### src/rtl/car_kinematics.sv
`default_nettype none
// ============================================================================
// Module   : car_kinematics
// Purpose  : Frame-rate motion model for the player car. Turns debounced
//            direction buttons into a heading, a speed and the sprite's
//            top-left screen position. State advances once per video frame.
// Revision : 1.0 - initial release
// ----------------------------------------------------------------------------
// Ports
//   pclk       in   1  pixel clock (only clock)
//   rst        in   1  synchronous, active-low reset
//   frame_tick in   1  one-cycle pulse per frame
//   enable     in   1  motion enable; ticks are ignored while low
//   key        in   4  {R, L, D, U}, active-high, debounced
//   xpos       out 11  sprite top-left x
//   ypos       out 11  sprite top-left y
//   move_dir   out  2  heading: 0 U, 1 D, 2 L, 3 R
//   speed      out  4  current speed, pixels/frame
//   moving     out  1  high whenever the motion state is not STOP
// Build option
//   CAR_SCREEN_WRAP_EN : when defined, the sprite wraps around the screen
//                        edges instead of clamping at them and stopping.
// ============================================================================
module car_kinematics #(
  parameter int X_INIT  = 480,
  parameter int Y_INIT  = 352,
  parameter int X_MIN   = 0,
  parameter int X_MAX   = 960,
  parameter int Y_MIN   = 0,
  parameter int Y_MAX   = 704,
  parameter int V_MAX   = 8,
  parameter int ACC_DIV = 4
) (
  input  logic        pclk,
  input  logic        rst,
  input  logic        frame_tick,
  input  logic        enable,
  input  logic [3:0]  key,
  output logic [10:0] xpos,
  output logic [10:0] ypos,
  output logic [1:0]  move_dir,
  output logic [3:0]  speed,
  output logic        moving
);

  localparam int ACC_W = (ACC_DIV > 1) ? $clog2(ACC_DIV) : 1;

  localparam logic [ACC_W-1:0]   ACC_LAST = ACC_W'(ACC_DIV - 1);
  localparam logic [3:0]         SPD_MAX  = 4'(V_MAX);
  localparam logic signed [11:0] XMIN_S   = 12'(X_MIN);
  localparam logic signed [11:0] XMAX_S   = 12'(X_MAX);
  localparam logic signed [11:0] YMIN_S   = 12'(Y_MIN);
  localparam logic signed [11:0] YMAX_S   = 12'(Y_MAX);
`ifdef CAR_SCREEN_WRAP_EN
  localparam logic signed [11:0] XSPAN_S  = 12'(X_MAX - X_MIN + 1);
  localparam logic signed [11:0] YSPAN_S  = 12'(Y_MAX - Y_MIN + 1);
`endif

  typedef enum logic [1:0] {
    ST_STOP  = 2'd0,
    ST_RUN   = 2'd1,
    ST_BRAKE = 2'd2
  } state_t;

  state_t             state, state_n;
  logic [ACC_W-1:0]   acc_cnt, acc_cnt_n;
  logic               pend, pend_n;
  logic [3:0]         speed_n;
  logic [1:0]         dir_n;
  logic [10:0]        xpos_n, ypos_n;

  logic               tick_ok;
  logic               step;
  logic               req_v;
  logic [1:0]         req;
  logic [3:0]         spd_less2;
  logic signed [11:0] x_s, y_s, dlt;

  // A tick is only accepted while no position update is outstanding, so a
  // tick landing in the update cycle is simply dropped.
  assign tick_ok = frame_tick & enable & ~pend;
  assign step    = (acc_cnt == ACC_LAST);
  assign req_v   = |key;
  assign moving  = (state != ST_STOP);

  // Lowest set bit wins: U > D > L > R.
  always_comb begin
    req = 2'd0;
    if (key[0])      req = 2'd0;
    else if (key[1]) req = 2'd1;
    else if (key[2]) req = 2'd2;
    else if (key[3]) req = 2'd3;
  end

  assign spd_less2 = (speed > 4'd2) ? (speed - 4'd2) : 4'd0;

  always_comb begin
    state_n   = state;
    acc_cnt_n = acc_cnt;
    pend_n    = 1'b0;
    speed_n   = speed;
    dir_n     = move_dir;
    xpos_n    = xpos;
    ypos_n    = ypos;
    x_s       = signed'({1'b0, xpos});
    y_s       = signed'({1'b0, ypos});
    dlt       = signed'({8'd0, speed});

    if (tick_ok) begin
      // Speed/heading stage: results visible the cycle after the tick.
      pend_n    = 1'b1;
      acc_cnt_n = step ? '0 : acc_cnt + 1'b1;
      unique case (state)
        ST_STOP: begin
          if (req_v) begin
            dir_n   = req;
            speed_n = 4'd1;
            state_n = ST_RUN;
          end
        end
        ST_RUN: begin
          if (req_v && (req == move_dir)) begin
            if (step && (speed < SPD_MAX)) speed_n = speed + 4'd1;
          end else if (!req_v) begin
            if (step) begin
              speed_n = speed - 4'd1;
              if (speed == 4'd1) state_n = ST_STOP;
            end
          end else begin
            speed_n = spd_less2;
            state_n = (spd_less2 == 4'd0) ? ST_STOP : ST_BRAKE;
          end
        end
        ST_BRAKE: begin
          if (req_v && (req == move_dir)) begin
            state_n = ST_RUN;
          end else begin
            speed_n = spd_less2;
            if (spd_less2 == 4'd0) state_n = ST_STOP;
          end
        end
        default: begin
          state_n = ST_STOP;
          speed_n = 4'd0;
        end
      endcase
    end else if (pend) begin
      // Position stage: uses the speed/heading settled in the previous cycle.
      unique case (move_dir)
        2'd0:    y_s = y_s - dlt;
        2'd1:    y_s = y_s + dlt;
        2'd2:    x_s = x_s - dlt;
        default: x_s = x_s + dlt;
      endcase
`ifdef CAR_SCREEN_WRAP_EN
      if (x_s > XMAX_S)      x_s = x_s - XSPAN_S;
      else if (x_s < XMIN_S) x_s = x_s + XSPAN_S;
      if (y_s > YMAX_S)      y_s = y_s - YSPAN_S;
      else if (y_s < YMIN_S) y_s = y_s + YSPAN_S;
`else
      // Wall hit: pin to the bound and bring the car to rest.
      if ((x_s > XMAX_S) || (x_s < XMIN_S) ||
          (y_s > YMAX_S) || (y_s < YMIN_S)) begin
        speed_n = 4'd0;
        state_n = ST_STOP;
      end
      if (x_s > XMAX_S)      x_s = XMAX_S;
      else if (x_s < XMIN_S) x_s = XMIN_S;
      if (y_s > YMAX_S)      y_s = YMAX_S;
      else if (y_s < YMIN_S) y_s = YMIN_S;
`endif
      xpos_n = x_s[10:0];
      ypos_n = y_s[10:0];
    end
  end

  always_ff @(posedge pclk) begin
    if (!rst) begin
      state    <= ST_STOP;
      acc_cnt  <= '0;
      pend     <= 1'b0;
      speed    <= 4'd0;
      move_dir <= 2'd0;
      xpos     <= 11'(X_INIT);
      ypos     <= 11'(Y_INIT);
    end else begin
      state    <= state_n;
      acc_cnt  <= acc_cnt_n;
      pend     <= pend_n;
      speed    <= speed_n;
      move_dir <= dir_n;
      xpos     <= xpos_n;
      ypos     <= ypos_n;
    end
  end

endmodule
`default_nettype wire
### config.mk
export PLATFORM = sky130hd
export DESIGN_NAME = car_kinematics
export DESIGN_NICKNAME = d
export VERILOG_FILES = /design/src/rtl/car_kinematics.sv
export SDC_FILE = /design/constraint.sdc
export NUM_CORES = 1
export LEC_CHECK = 0
export CAP_MARGIN = 5
export CORE_ASPECT_RATIO = 1.75
export CORE_MARGIN = 2
export CORE_UTILIZATION = 35
export CTS_BUF_LIST = sky130_fd_sc_hd__clkbuf_4 sky130_fd_sc_hd__clkbuf_8 sky130_fd_sc_hd__clkbuf_16
export DETAILED_ROUTE_END_ITERATION = 10
export DONT_BUFFER_PORTS = 1
export PLACE_DENSITY = 0.59
export SYNTH_ARGS = -nofsm -noshare
export SYNTH_HDL_FRONTEND = slang
export SYNTH_SLANG_ARGS = --single-unit
### constraint.sdc
create_clock -name pclk -period 3.9 [get_ports pclk]
set_clock_uncertainty 0.2 [all_clocks]
set_input_delay 0.39 -clock pclk [delete_from_list [all_inputs] [get_ports pclk]]
set_output_delay 0.39 -clock pclk [all_outputs]
set_load 0.03 [all_outputs]
==> run summary, run 1 <==
Post-Route WL: 10.6 mm
Port bufs: 0
Initial core utilization: 0.363
Die area: 10200 sq um
Slew Viols, Final: 0
Cells after DPL: 570
Die Y: 132 um
Area growth syn-to-layout: 25.8%
Place WS: -83.2 ps
Critical Path Fanout Max: 4
Seq cells post-synth: 33
First-pass GRT wire length: 17.0 mm
Critical Path AT: 3820 ps
DR iter-0 viols: 173
TritonCTS clock tree: done
Crit. End Element: flip-flop
Crit share post-route: 0.976
Mapped Cells: 430
Mean Syn Cell Area: 7.67 sq um
Seq/Total Area, Yosys: 0.200
Clock latency on the worst-skew pair: 290 ps
Post-synth top area cell: dfxtp_1
Largest net degree at the start of global routing: 35
R2R Setup Slk: 90 ps
Vias in the first global route: 3445
Static Leak: 1.70 nW
Total CTS buffers: 5
Peak supply drop: 0.000183 V
Syn Nets: 472
Antenna Cells: 0
Clock slew at reported path FFs: 60 ps
Reg-to-reg endpoint: speed[1]
YS warnings: 0
CP Class: reg2reg
First drt pass iteration count: 5
Cell Area, Synth: 3300 sq um
Status: completed
Total Neg Setup Slack: 0 ps
Root buf cell: clkbuf_16
Hpwl dp: 7.88 mm
Nets: 514
Site Rows: 46
Final setup viols: 0
RSZ-0062 raised after global routing: true
HP Class: in2reg
Core Box Area: 9090 sq um
Distinct cells, synth: 67
Tot GR Track Use: 0.206
Top-level port count: 37
WHS Endpoint: ypos[6]
Synth Flop Type: dfxtp_1
Clk sinks: 33
Clock tree buffer depth: 2
Worst setup slack after layout: 93.8 ps
Share of post-route cells with drive strength above 1: 0.237
Fin. Hold Viols: 0
Startpoint types: flip-flop
Wire per inst: 18.0 um
Actual slew at the worst max-slew pin: 531 ps
Via count: 3455
H-tree Lvls: 2
Worst path required time: 3910 ps
Final core occ: 0.456
Initial antenna violation count: 0
GPL Wtd Cong: 0.890
Synth area leaders: dfxtp_1 20%, ha_1 12%, nand2_1 4.7%, nor2_1 4.7%, a21oi_1 4.4%
Maximum capacitance violations: 0
Die width: 77.4 um
Post-route insts no fill: 593
Number of enable flip-flop cells after synthesis: 0
Final worst path period need: 3810 ps
DRC viols: 0
Hold path start: rst
Worst-case headroom to the max-slew limit: 0.646
Register-to-Register Path Depth: 15
Worst Hold Depth: 1
Power Density: 262 nW/um^2
R2r startpoint: speed[1]
Final ANT Viol Nets: 0
Post-synth ARST share: 0
Grt ovf: 0
FMAX: 263 MHz
Yosys top cell area share: 0.200
Vias per std cell: 5.83
Tot Pwr: 1.08 mW
==> cells in the mapped netlist (8+ instances only) <==
library cell	n
nand2_1	41
nor2_1	41
dfxtp_1	33
ha_1	32
a21oi_1	29
inv_1	25
o21ai_0	21
nor2b_1	16
clkbuf_1	13
mux2i_1	10
nand3_1	10
nand2b_1	9
xnor2_1	9
a21o_1	8
nor3_1	8
o221ai_1	8
==> cells by family (layout without fill, tap and decap cells) <==
kind of cell / count (synthesis) / count (layout) / share of synthesized area
AOI/OAI and AO/OA: 133 / 133 / 0.290
xor gates and xnor gates: 13 / 13 / 0.0345
adders and majority gates: 34 / 34 / 0.134
buffers and inverters: 43 / 86 / 0.0528
DFF: 33 / 33 / 0.200
muxes: 14 / 14 / 0.0440
and+or+nand+nor: 160 / 160 / 0.244
==> stage by stage <==
step | cell area [sq um] | hold slack, ps
floorplan | 3360 | 247
global placement | 3700 | 255
detailed placement | 3700 | 272
CTS | 4000 | 3.15
global route | 4150 | 6.05
finish | 4150 | 3.15
==> registers in the layout (all words and copies together), names as in the netlist <==
| name | count |
|---|---|
| xpos | 11 |
| ypos | 11 |
| acc_cnt | 2 |
| state | 2 |
| speed | 4 |
| move_dir | 2 |
| pend | 1 |
==> report_power, final <==
| part | internal (mW) | switching, mW |
|---|---|---|
| combinational | 0.140 | 0.170 |
| clock | 0.259 | 0.154 |
| sequential | 0.344 | 0.0187 |
==> what timing repair did <==
action,4_1_cts,5_1_grt
gates resized for setup,14,22
setup endpoints to repair,8,17
hold endpoints to repair,5,0
setup buffers,11,3
cloned,0,0
hold buffers,1,0
pin swaps,14,15
==> worst max-delay path by stage <==
stage | from | endpoint | slack, ps | depth (start not counted)
final | speed[1] | speed[1] | 90 | 15
after global routing | speed[1] | speed[3] | -50 | 15
after CTS | speed[1] | xpos[0] | 4 | 16
after detailed placement | speed[1] | xpos[1] | -80 | 16
after global placement | speed[1] | speed[3] | -30 | 15
after floorplan | move_dir[1] | speed[0] | 10 | 17
==> critical path, stage by stage, from the launching register on <==
cell and delay, ps:
dfxtp_4 360, inv_6 50, ha_4 150, nor2b_4 130, ha_4 280, mux2i_4 80
ha_4 310, nor2_4 40, a211oi_2 230, o211ai_1 180, a21o_1 240, a32o_2 270
and4_4 170, or3_4 400, o311ai_4 420, mux2i_1 220
==> cell type report <==
cell class / instances / area (sq um)
multi-input combinational: 354 / 2660
clock buffer: 8 / 148
inverter: 25 / 98.8
timing repair buffer: 53 / 420
sequential: 33 / 676
tap: 120 / 150
fill: 928 / 4950
==> cell usage in the layout (no fill, tap or decap), types with 7 or more instances in the layout <==
cell	synthesis	routed
o21ai_0	21	20
dfxtp_1	33	29
a21o_1	8	7
o221ai_1	8	8
xnor2_1	9	9
nor2_1	41	39
inv_1	25	22
mux2i_1	10	9
nand2b_1	9	7
ha_1	32	26
and2_1	7	7
a21oi_1	29	28
nand2_1	41	41
nor2b_1	16	14
buf_4	0	49
nand3_1	10	10
nor3_1	8	7
==> metal layers <==
metal / track usage / part of all wire
met1: 0.205 / 0.37
met3: 0.0247 / 0.037
met2: 0.397 / 0.54
met5: 0 / 0
met4: 0.119 / 0.051
No activity file was read; power rests on OpenSTA's default activity.
==> run 2, diff against run 1 <==
Settings changed: CAP_MARGIN 5 to 20, PLACE_DENSITY 0.59 to 0.49.
==> run summary, run 2 (synthesis results as in run 1) <==
Tot GR Track Use: 0.213 (+0.00681)
Crit. End Element: flip-flop
Final worst path period need: 3810 ps (-0.943 ps)
DR iter-0 viols: 129 (-25%)
GPL Wtd Cong: 0.901 (+1.2%)
Critical-path top delay cell: o311ai_4
HP Class: in2reg
Die area: 10200 sq um (unchanged)
Worst-case headroom to the max-slew limit: 0.663 (+0.0178)
Slew Viols, Final: 0 (unchanged)
Status: completed
Post-route insts no fill: 596 (+0.51%)
Maximum capacitance violations: 0 (unchanged)
Largest net degree at the start of global routing: 35 (unchanged)
Power Density: 261 nW/um^2 (about the same)
Wire per inst: 17.7 um (-1.3%)
Commonest cells after routing, fill and taps aside: 54 x buf_4, 39 x nand2_1, 38 x nor2_1
Clk sinks: 33 (unchanged)
TritonCTS clock tree: done
Post-DP Area: 3760 sq um (+1.7%)
Largest regs: xpos x11, ypos x11, speed x4
Max incr delay on CP: 420 ps (about the same)
Static Leak: 1.72 nW (+0.87%)
Via count: 3355 (-2.9%)
Clock latency on the worst-skew pair: 290 ps (about the same)
Cell area after layout: 4190 sq um (+1.1%)
Vias in the first global route: 3342 (-3.0%)
Vias per std cell: 5.63 (-3.4%)
Antenna Cells: 0 (unchanged)
Grt ovf: 0 (unchanged)
Port bufs: 0 (unchanged)
Startpoint types: flip-flop
First-pass GRT wire length: 17.2 mm (+1.5%)
Core Box Area: 9090 sq um (unchanged)
Family with the most delay on the worst path: simple AND/OR/NAND/NOR gates
H-tree Lvls: 2 (unchanged)
CP bufs+invs: 1 (unchanged)
Root buf cell: clkbuf_16
CP Class: reg2reg
Place WS: -105 ps (-22.0 ps)
Fin. Hold Viols: 0 (unchanged)
Final setup viols: 0 (unchanged)
Cells after DPL: 580 (+1.8%)
Hpwl dp: 8.02 mm (+1.7%)
RSZ-0062 raised after global routing: true
Site Rows: 46 (unchanged)
FMAX: 263 MHz (about the same)
Initial core utilization: 0.363 (unchanged)
Critical Path AT: 3820 ps (about the same)
Actual slew at the worst max-slew pin: 504 ps (-26.7 ps)
DRC viols: 0 (unchanged)
Peak supply drop: 0.000140 V (-24%)
Crit path top cell by count: ha_4
Total Neg Setup Slack: 0 ps (unchanged)
Area growth syn-to-layout: 27.1%
Final ANT Viol Nets: 0 (unchanged)
Worst path required time: 3910 ps (about the same)
Top-level port count: 37 (unchanged)
Critical-path cell list: inv_4, ha_4, nor2b_4, ha_4, mux2i_4, ha_4, o211a_1, o31ai_4, and4_1, a211oi_2, nand4_1, and4_4, or3_4, o311ai_4, mux2i_1
Clock slew at reported path FFs: 50 ps (about the same)
Die Y: 132 um (unchanged)
Share of post-route cells with drive strength above 1: 0.252 (+0.0153)
Post-Route WL: 10.6 mm (-0.80%)
Clock tree buffer depth: 2 (unchanged)
Critical Path Fanout Max: 4 (unchanged)
Worst setup slack after layout: 94.8 ps (+0.943 ps)
Initial antenna violation count: 0 (unchanged)
Crit share post-route: 0.976 (about the same)
Die width: 77.4 um (unchanged)
First drt pass iteration count: 4 (-1)
Total CTS buffers: 5 (unchanged)
Nets: 517 (+0.58%)
Most common cell after layout, fill and taps aside: buf_4
==> run 2: cell count changes in the layout (fill, tap and decap cells not counted), sizes merged <==
cell / change
buf: +3
==> run 2: what timing repair did <==
| item | in CTS | in global routing |
|---|---|---|
| pin swaps | 16 | 17 |
| endpoints found under the setup margin | 12 | 17 |
| buffers inserted | 4 | 3 |
| hold endpoints to repair | 5 | 0 |
| hold buffers | 1 | 0 |
| gates resized for setup | 20 | 23 |
==> run 2: worst paths after layout <==
path         startpoint         end  slack (ps)  depth (start not counted)
min                 rst     ypos[6]           7                          1
min reg2reg  acc_cnt[1]  acc_cnt[1]         280                          2
max            speed[1]    speed[0]          90                         15
max reg2reg    speed[1]    speed[0]          90                         15
==> run 2: power breakdown <==
group	switching (mW)	internal (mW)
clock	0.158	0.269
combinational	0.173	0.137
sequential	0.0149	0.344
==> run 2: per-layer routing <==
metal	GRT usage	wire (um)	up-vias
li1	-	-	1672
met1	0.226	4070	1588
met2	0.398	5750	73
met3	0.0363	368	22
met4	0.0992	377	0
met5	0	0	-
==> run 2: worst reg2reg max path, cell delays in order, from the launching register on <==
cell,delay (ps)
dfxtp_4,350
inv_4,50
ha_4,150
nor2b_4,130
ha_4,280
mux2i_4,70
ha_4,300
o211a_1,190
o31ai_4,100
and4_1,220
a211oi_2,200
nand4_1,210
and4_4,250
or3_4,410
o311ai_4,420
mux2i_1,220
==> run 2: final cells by class <==
type                    count  area [sq um]
fillers                   933          4900
well taps                 120           150
repair buffers             56           427
clock buffers               8           154
inverters                  25          96.3
multi-input cells         354          2690
flip-flops and latches     33           676
==> run 2: metrics by stage <==
stage	utilization	hold WS [ps]	total power [mW]
floorplan	-	247	0.571
global placement	0.414	256	0.641
detailed placement	0.414	274	0.642
CTS	0.446	0.819	1.09
global route	0.461	6.07	1.15
finish	0.461	6.76	1.10
==> run 3, diff against run 2 <==
Settings changed: CORE_UTILIZATION 35 to 30, PLACE_DENSITY 0.49 to 0.43.
==> run summary, run 3 (synthesis results as in run 1) <==
Share of post-route cells with drive strength above 1: 0.237 (-0.0154)
Clock Power Share: 0.368 (-0.022)
RSZ-0062 raised after global routing: true
Power Density: 255 nW/um^2 (-2.3%)
Startpoint types: flip-flop
Initial antenna violation count: 0 (unchanged)
Switching share of power: 0.330 (+0.0141)
Vias in the first global route: 3443 (+3.0%)
Cells after DPL: 587 (+1.2%)
HP Class: in2reg
Crit share post-route: 0.972 (-0.00356)
Post-Route WL: 11.1 mm (+5.3%)
Slew Viols, Final: 0 (unchanged)
Via count: 3365 (+0.30%)
Post-DP Area: 3750 sq um (-0.27%)
Core Box Area: 10700 sq um (+18%)
TritonCTS clock tree: done
Cell area after layout: 4150 sq um (-1.1%)
Most common cell after layout, fill and taps aside: buf_4
Worst path required time: 3910 ps (about the same)
Tot GR Track Use: 0.191 (-0.0214)
DRC viols: 0 (unchanged)
Die area: 11900 sq um (+16%)
Maximum capacitance violations: 0 (unchanged)
Port bufs: 0 (unchanged)
Hpwl dp: 8.54 mm (+6.6%)
Internal power: 709 uW (-5.4%)
Initial core utilization: 0.308 (-0.0544)
Crit. End Element: flip-flop
Clock tree buffer depth: 2 (unchanged)
Largest regs: xpos x11, ypos x11, speed x4
Gate power share: 0.289 (+0.006)
Clk sinks: 33 (unchanged)
H-tree Lvls: 2 (unchanged)
Peak supply drop: 0.000161 V (+15%)
Final worst path period need: 3790 ps (-13.9 ps)
Switching power: 349 uW (+0.91%)
Seq pwr share: 0.344 (+0.016)
Commonest cells after routing, fill and taps aside: 46 x buf_4, 41 x nand2_1, 38 x nor2_1
Die Y: 143 um (+7.8%)
Final ANT Viol Nets: 0 (unchanged)
Total CTS buffers: 5 (unchanged)
Nets: 510 (-1.4%)
Critical Path Fanout Max: 4 (unchanged)
Fin. Hold Viols: 0 (unchanged)
Site Rows: 50 (+8.7%)
Worst-case headroom to the max-slew limit: 0.652 (-0.0118)
Die width: 83.2 um (+7.6%)
Post-route insts no fill: 599 (+0.50%)
Antenna Cells: 0 (unchanged)
Root buf cell: clkbuf_16
Status: completed
Clock latency on the worst-skew pair: 290 ps (about the same)
Critical Path AT: 3800 ps (-20 ps)
Final setup viols: 0 (unchanged)
Grt ovf: 0 (unchanged)
Static Leak: 1.68 nW (-2.0%)
Area growth syn-to-layout: 25.7%
Tot Pwr: 1.06 mW (-3.4%)
First drt pass iteration count: 4 (unchanged)
Vias per std cell: 5.62 (-0.20%)
GPL Wtd Cong: 0.917 (+1.7%)
CP Class: reg2reg
FMAX: 264 MHz (+0.37%)
Actual slew at the worst max-slew pin: 522 ps (+17.7 ps)
Largest net degree at the start of global routing: 35 (unchanged)
Clock slew at reported path FFs: 60 ps (about the same)
Top-level port count: 37 (unchanged)
DR iter-0 viols: 130 (+0.78%)
First-pass GRT wire length: 18.0 mm (+4.4%)
Wire per inst: 18.6 um (+4.8%)
[run 3: cell types whose count changed in the layout (fill, tap and decap cells not counted), moves of 2 or more]
cell / delta
mux2_4: +2
buf_4: -8
nand2_1: +2
mux2_2: -2
clkbuf_4: -2
clkinv_1: +2
[run 3: path summary, 6_finish.rpt]
| kind | start | endpoint | slack (ps) | cells past startpoint |
|---|---|---|---|---|
| max | speed[1] | speed[3] | 110 | 15 |
| min | rst | xpos[4] | 30 | 1 |
| max reg2reg | speed[1] | speed[3] | 110 | 15 |
| min reg2reg | acc_cnt[1] | acc_cnt[1] | 280 | 2 |
[run 3: power groups by stage]
| stage | combinational [mW] | sequential, mW | clock [mW] |
|---|---|---|---|
| CTS | 0.292 | 0.363 | 0.403 |
| floorplan | 0.197 | 0.373 | 0 |
| global placement | 0.276 | 0.371 | 0 |
| global route | 0.336 | 0.365 | 0.418 |
| finish | 0.305 | 0.364 | 0.389 |
| detailed placement | 0.275 | 0.371 | 0 |
[run 3: stage by stage]
| step | setup slack (ps) | util | TNS (ps) | hold WS, ps |
|---|---|---|---|---|
| 3_5_place_dp | -129 | 0.351 | -770 | 275 |
| 4_1_cts | 3.08 | 0.374 | 0 | 17.7 |
| 3_3_place_gp | -135 | 0.351 | -876 | 255 |
| 2_1_floorplan | 10.4 | - | 0 | 247 |
| 5_1_grt | -44.2 | 0.387 | -49.5 | 21.0 |
| 6_report | 109 | 0.387 | 0 | 31.0 |
[run 3: area by class of cell]
type / count / area, sq um
tap: 130 / 163
multi-input combinational: 354 / 2690
clock buffer: 5 / 125
sequential: 33 / 676
clock inverter: 3 / 12.5
fill: 1121 / 6550
timing repair buffer: 49 / 378
inverter: 25 / 98.8
[run 3: critical path, cell delays in order (launching register included)]
cell	delay, ps
dfxtp_4	350
inv_4	70
ha_4	120
nor2b_4	160
ha_4	220
mux2i_4	180
ha_4	250
o211a_1	160
o31ai_4	90
a21oi_2	100
or3_1	370
a31o_1	200
and4_4	170
or3_4	410
o311ai_4	420
mux2i_1	240
[run 3: repair_timing]
action,CTS,global route
setup buffers,2,1
endpoints found under the hold margin,6,0
setup endpoints to repair,8,17
cloned,0,0
resized for setup,20,25
hold buffers,1,0
pin swaps,9,16
[run 3: metal layers]
layer	wire [um]	GRT usage	vias to the layer above	part of all wire
met5	0	0	-	0
met4	352	0.0906	0	0.032
met3	455	0.0329	22	0.041
met2	6110	0.371	84	0.55
met1	4210	0.195	1604	0.38
li1	-	-	1655	-
